**src/rtl/cpu_mem_pkg.sv**
```systemverilog
// Shared definitions for the CPU memory-side controllers: controller state
// encoding, RAM geometry and the default access latency.
package cpu_mem_pkg;

    localparam int unsigned RAM_ADDR_W  = 9;
    localparam int unsigned MEM_LAT_DEF = 2;
    localparam int unsigned LAT_CNT_W   = 4;

    typedef enum logic [2:0] {
        ST_IDLE,
        ST_RD_WAIT,
        ST_RD_CAP,
        ST_WR_WAIT,
        ST_WR_DONE,
        ST_ERR
    } mem_state_t;

endpackage

```
**src/rtl/mem_lat_counter.sv**
```systemverilog
// Access-latency down-counter: parallel load, saturating decrement and a
// zero flag. Shared with the I/O port controller.
module mem_lat_counter
    import cpu_mem_pkg::*;
#(
    parameter int unsigned CNT_W = LAT_CNT_W
) (
    input  logic             clk,
    input  logic             clr,
    input  logic             load,
    input  logic [CNT_W-1:0] load_val,
    input  logic             dec,
    output logic             zero
);

    logic [CNT_W-1:0] cnt_q;
    logic [CNT_W-1:0] cnt_d;

    always_comb begin
        cnt_d = cnt_q;
        if (load) begin
            cnt_d = load_val;
        end else if (dec && (cnt_q != '0)) begin
            cnt_d = cnt_q - 1'b1;
        end
    end

    always_ff @(posedge clk) begin
        if (!clr) begin
            cnt_q <= '0;
        end else begin
            cnt_q <= cnt_d;
        end
    end

    assign zero = (cnt_q == '0);

endmodule

```
**src/rtl/mem_access_ctrl.sv**
```systemverilog
// Memory-side controller: turns one-cycle read/write requests into timed RAM
// strobes and delivers read data to the MDR input mux.
module mem_access_ctrl
    import cpu_mem_pkg::*;
#(
    parameter int unsigned ADDR_W  = RAM_ADDR_W,
    parameter int unsigned DATA_W  = 32,
    parameter int unsigned MEM_LAT = MEM_LAT_DEF
) (
    input  logic              clk,
    input  logic              clr,
    input  logic              req_read,
    input  logic              req_write,
    input  logic [31:0]       mar_in,
    input  logic [DATA_W-1:0] mdr_in,
    input  logic [DATA_W-1:0] mem_rdata,
    output logic [ADDR_W-1:0] mem_addr,
    output logic [DATA_W-1:0] mem_wdata,
    output logic              mem_re,
    output logic              mem_we,
    output logic [DATA_W-1:0] Mdatain,
    output logic              Read,
    output logic              mdr_load,
    output logic              busy,
    output logic              done,
    output logic              addr_err,
    output logic              req_err
);

    mem_state_t        state_q, state_d;
    logic [ADDR_W-1:0] addr_q, addr_d;
    logic [DATA_W-1:0] wdata_q, wdata_d;
    logic [DATA_W-1:0] rdata_q, rdata_d;
    logic              req_err_q, req_err_d;

    logic cnt_load;
    logic cnt_dec;
    logic cnt_zero;
    logic any_req;
    logic can_accept;
    logic addr_oor;

    mem_lat_counter #(
        .CNT_W (LAT_CNT_W)
    ) u_lat_cnt (
        .clk      (clk),
        .clr      (clr),
        .load     (cnt_load),
        .load_val (LAT_CNT_W'(MEM_LAT - 1)),
        .dec      (cnt_dec),
        .zero     (cnt_zero)
    );

    assign any_req  = req_read | req_write;
    assign addr_oor = |mar_in[31:ADDR_W];
    // The done cycle also accepts, giving one request per MEM_LAT+1 cycles.
    assign can_accept = (state_q == ST_IDLE) || (state_q == ST_RD_CAP) ||
                        (state_q == ST_WR_DONE);

    always_comb begin
        state_d   = state_q;
        addr_d    = addr_q;
        wdata_d   = wdata_q;
        rdata_d   = rdata_q;
        req_err_d = 1'b0;
        cnt_load  = 1'b0;
        cnt_dec   = 1'b0;

        case (state_q)
            ST_RD_WAIT: begin
                if (cnt_zero) begin
                    state_d = ST_RD_CAP;
                    rdata_d = mem_rdata;
                end else begin
                    cnt_dec = 1'b1;
                end
            end
            ST_WR_WAIT: begin
                if (cnt_zero) begin
                    state_d = ST_WR_DONE;
                end else begin
                    cnt_dec = 1'b1;
                end
            end
            ST_RD_CAP, ST_WR_DONE, ST_ERR: state_d = ST_IDLE;
            default: ;
        endcase

        if (any_req && can_accept) begin
            addr_d    = mar_in[ADDR_W-1:0];
            cnt_load  = 1'b1;
            req_err_d = req_read & req_write;
            if (!req_read) begin
                wdata_d = mdr_in;
            end
            if (addr_oor) begin
                state_d = ST_ERR;
            end else if (req_read) begin
                state_d = ST_RD_WAIT;
            end else begin
                state_d = ST_WR_WAIT;
            end
        end else if (any_req) begin
            req_err_d = 1'b1;
        end
    end

    always_ff @(posedge clk) begin
        if (!clr) begin
            state_q   <= ST_IDLE;
            addr_q    <= '0;
            wdata_q   <= '0;
            rdata_q   <= '0;
            req_err_q <= 1'b0;
        end else begin
            state_q   <= state_d;
            addr_q    <= addr_d;
            wdata_q   <= wdata_d;
            rdata_q   <= rdata_d;
            req_err_q <= req_err_d;
        end
    end

    assign mem_addr  = addr_q;
    assign mem_wdata = wdata_q;
    assign Mdatain   = rdata_q;
    assign mem_re    = (state_q == ST_RD_WAIT);
    assign mem_we    = (state_q == ST_WR_WAIT);
    assign Read      = (state_q == ST_RD_CAP);
    assign mdr_load  = (state_q == ST_RD_CAP);
    assign done      = (state_q == ST_RD_CAP) || (state_q == ST_WR_DONE);
    assign busy      = (state_q != ST_IDLE);
    assign addr_err  = (state_q == ST_ERR);
    assign req_err   = req_err_q;

endmodule

```
**config.mk**
```make
export PLATFORM = sky130hd
export DESIGN_NAME = mem_access_ctrl
export DESIGN_NICKNAME = d
export VERILOG_FILES = /design/src/rtl/cpu_mem_pkg.sv /design/src/rtl/mem_lat_counter.sv /design/src/rtl/mem_access_ctrl.sv
export SDC_FILE = /design/constraint.sdc
export NUM_CORES = 1
export LEC_CHECK = 0
export BUFFER_PORTS_ARGS = -buffer_cell sky130_fd_sc_hd__buf_2
export CAP_MARGIN = 20
export CORE_ASPECT_RATIO = 1.5
export CORE_MARGIN = 2
export CORE_UTILIZATION = 47
export CTS_CLUSTER_SIZE = 28
export DETAILED_ROUTE_END_ITERATION = 16
export PLACE_DENSITY_LB_ADDON = 0.05
export SETUP_SLACK_MARGIN = 0.05
export SYNTH_ARGS = -nofsm -noshare
export SYNTH_HDL_FRONTEND = slang
export SYNTH_SLANG_ARGS = --single-unit
```
**constraint.sdc**
```tcl
create_clock -name clk -period 4.2 [get_ports clk]
set_input_delay 0 -clock clk [delete_from_list [all_inputs] [get_ports clk]]
set_output_delay 0 -clock clk [all_outputs]
set_load 0.02 [all_outputs]
```
==> reports/summary.md <==
CTS
* Post-CTS Setup Repair Bufs: 0
* clock transition at the register clock pins on the worst setup and hold paths after CTS: 80 ps
* clock root buffer: sky130_fd_sc_hd__clkbuf_8
* maximum number of buffers from clock root to sink: 2
* CTS tree: built
* clock latency on the worst-skew pair: 350 ps
* H-tree depth: 3
* TritonCTS sink count: 81
* total CTS buffers: 9

Synth
* most numerous cell types in the synthesized netlist: 149 x sky130_fd_sc_hd__nand2_1, 81 x sky130_fd_sc_hd__dfxtp_1, 48 x sky130_fd_sc_hd__a21boi_1, 27 x sky130_fd_sc_hd__a21boi_0, 18 x sky130_fd_sc_hd__clkbuf_1
* gate count of the mapped netlist: 388
* most repeated cell in the gate-level netlist after synthesis: sky130_fd_sc_hd__nand2_1
* main area contributors after synthesis: sky130_fd_sc_hd__dfxtp_1 50%, sky130_fd_sc_hd__nand2_1 17%, sky130_fd_sc_hd__a21boi_1 11%
* Most used DFF post-synth: sky130_fd_sc_hd__dfxtp_1
* cell type with the largest total area after synthesis: sky130_fd_sc_hd__dfxtp_1
* post-synthesis cell type count: 39
* proportion of register bits with asynchronous set or reset after synthesis: 0%
* count of flip-flops with a built-in enable after synthesis: 0
* average instance area after synthesis: 8.33 sq um
* nets in the synthesized netlist: 489
* Mapped Area: 3230 sq um
* Yosys warning count: 0
* area share of the leading cell type in the synthesized netlist: 50.2%
* fraction of the yosys area taken by sequential cells: 50.2%
* register bit total from synthesis: 81

Cells and area
* multi-input gate area in the final layout: 1490 sq um
* sequential standard cell area: 1620 sq um
* area growth from synthesis to layout: 57.5%
* fraction of final layout cells sized beyond drive strength 1: 32.0%
* antenna diode count: 0
* area of all placed cells without fillers: 5090 sq um
* number of nets in the layout: 730
* fill cell count: 506

Floorplan
* starting utilization of the core area: 47.8%
* row count: 37
* I/O pin count: 181
* die width: 71.7 microns
* Die Ht: 106 microns
* floorplan die area: 7570 sq um
* area of the core: 6760 sq um

Global routing
* global-route congestion overflow total: 0
* vias in the first global route: 3377
* maximum number of pins on one net before global-route repair: 64
* global-route wire length before repair: 14700 microns
* number of antenna violations at the first check in global routing: 0
* Overall Global Routing Usage: 24.2%

Setup path
* worst stage delay on the critical path: 760 ps
* critical path type: reg -> reg
* data arrival time at the worst-slack endpoint: 2430 ps
* cells traversed along the worst timing path: inv_1 > ha_1 > or3b_4 > or3_1 > nand2_1 > a21boi_1
* r2r worst-path depth: 6
* sort of element at the end of the critical path: register
* largest fanout on the critical path: 32
* Required @ worst endpoint: 4440 ps
* CP max-delay cell: sky130_fd_sc_hd__or3_1
* category of the worst setup path launch point: register

STA
* number of slew-limit violations in the final report: 0
* count of endpoints failing hold in the final timing report: 0
* peak clock frequency supported by timing: 0.457 GHz
* final clock period utilization by the worst path: 52.1%
* Setup Skew: 12.7 ps
* Final TNS setup: 0 ps
* Slew @ Worst Pin: 1060 ps
* number of setup violations in the final report: 0
* worst max-slew margin expressed relative to the limit: 29.5%
* clock period minus worst slack: 2190 ps
* setup repair after global routing missed its margin: false

Placement
* gp weighted congestion: 0.803
* IO buf count: 180
* estimated wirelength of the detail-placed design: 5530 microns
* post-detailed-placement cell area: 4150 sq um

Pwr
* leakage power: 2.36 nW
* ratio of total power to cell area: 357 nW/um^2
* worst-case vdd ir drop: 0.230 mV

Route
* number of DRC markers after the initial detailed-route iteration: 197
* Routed WL: 9090 microns
* Routed met3 length: 624 microns
* max layer used: met4
* remaining antenna violation count after routing: 0
* Pre-Repair DR Iteration Count: 4
* via count: 3453
* average wire length per cell after detail routing: 12.8 microns
* ratio of routed vias to standard cells: 4.85
* WL met1: 3580 microns
* count of unresolved DRC violations after routing: 0
* met2 wire length: 4610 microns

Outcome
* result of the run: complete, no violations

Hold path
* worst min-delay path category: in -> reg
* Cells on Worst Hold Path: 4

Flow run
* Max Cap Violations: 0

==> per-layer routing <==
layer	GRT usage [%]	vias to the layer above
met3	7.27	24
li1	-	1754
met4	11.5	0
met5	0	-
met1	26.6	1550
met2	41.8	125
==> registers in the layout, summed over array words and instances (netlist names) <==
name,count
u_lat_cnt.cnt_q,4
Mdatain,32
req_err,1
mem_addr,9
state_q,3
mem_wdata,32
==> timing repair <==
item	in CTS	in global routing
hold endpoints to repair	73	0
resized for setup	0	0
hold buffers	73	0
==> per-stage QoR <==
stage	worst slack, ps	instances	hold WS [ps]	total power, mW	utilization, %
floorplan	2400	388	135	1.10	-
global placement	2070	622	239	1.22	61.4
detailed placement	2000	622	245	1.23	61.4
CTS	1990	711	31.7	1.83	75.0
global route	1830	712	86.6	1.91	75.4
finish	2010	712	52.4	1.82	75.4
==> worst paths after layout <==
kind | to | slack (ps) | start
min | req_err | 50 | req_read
max reg2reg | Mdatain[11] | 2010 | u_lat_cnt.cnt_q[0]
max | Mdatain[11] | 2010 | u_lat_cnt.cnt_q[0]
min reg2reg | Mdatain[12] | 450 | Mdatain[12]
==> cell usage in the layout (no fill, tap or decap), types with 3 or more instances in the layout <==
cell and instances:
sky130_fd_sc_hd__nor2_1 6, sky130_fd_sc_hd__a21boi_0 27, sky130_fd_sc_hd__nand2_1 149, sky130_fd_sc_hd__o21ai_0 4, sky130_fd_sc_hd__buf_2 180, sky130_fd_sc_hd__a21boi_1 48
sky130_fd_sc_hd__inv_1 3, sky130_fd_sc_hd__clkbuf_8 9, sky130_fd_sc_hd__nor4_1 5, sky130_fd_sc_hd__buf_4 4, sky130_fd_sc_hd__dlygate4sd3_1 73, sky130_fd_sc_hd__dfxtp_1 81
sky130_fd_sc_hd__nor2b_1 3
==> kinds of logic after synthesis <==
| logic type | Yosys count | synth area share (%) |
|---|---|---|
| adder cells (fa/ha/maj) | 1 | 0.387 |
| AND/OR/NAND/NOR | 183 | 24.0 |
| AO/OA/AOI/OAI | 88 | 20.1 |
| flip-flops | 81 | 50.2 |
| buffers and inverters | 31 | 4.26 |
| XOR/XNOR | 4 | 1.08 |
==> critical path, delay by kind of cell (launching register included) <==
kind,cells,cell delay [ps]
adder cells (fa/ha/maj),1,160
flip-flops,1,330
AO/OA/AOI/OAI,1,100
buffers and inverters,1,60
AND/OR/NAND/NOR,3,1440
==> power breakdown <==
group / internal (mW) / switching [mW] / total [mW]
sequential: 0.820 / 0.0357 / 0.856
clock: 0.274 / 0.270 / 0.544
combinational: 0.191 / 0.226 / 0.417
==> final cells by class <==
| cell class | count | area share, % |
|---|---|---|
| inverters | 3 | 0.221 |
| repair buffers | 258 | 33.2 |
| clock buffers | 11 | 2.58 |
| clock inverters | 5 | 1.11 |
| multi-input cells | 276 | 29.2 |
| well taps | 78 | 1.92 |
| flip-flops and latches | 81 | 31.8 |
No activity file was read; power rests on OpenSTA's default activity.
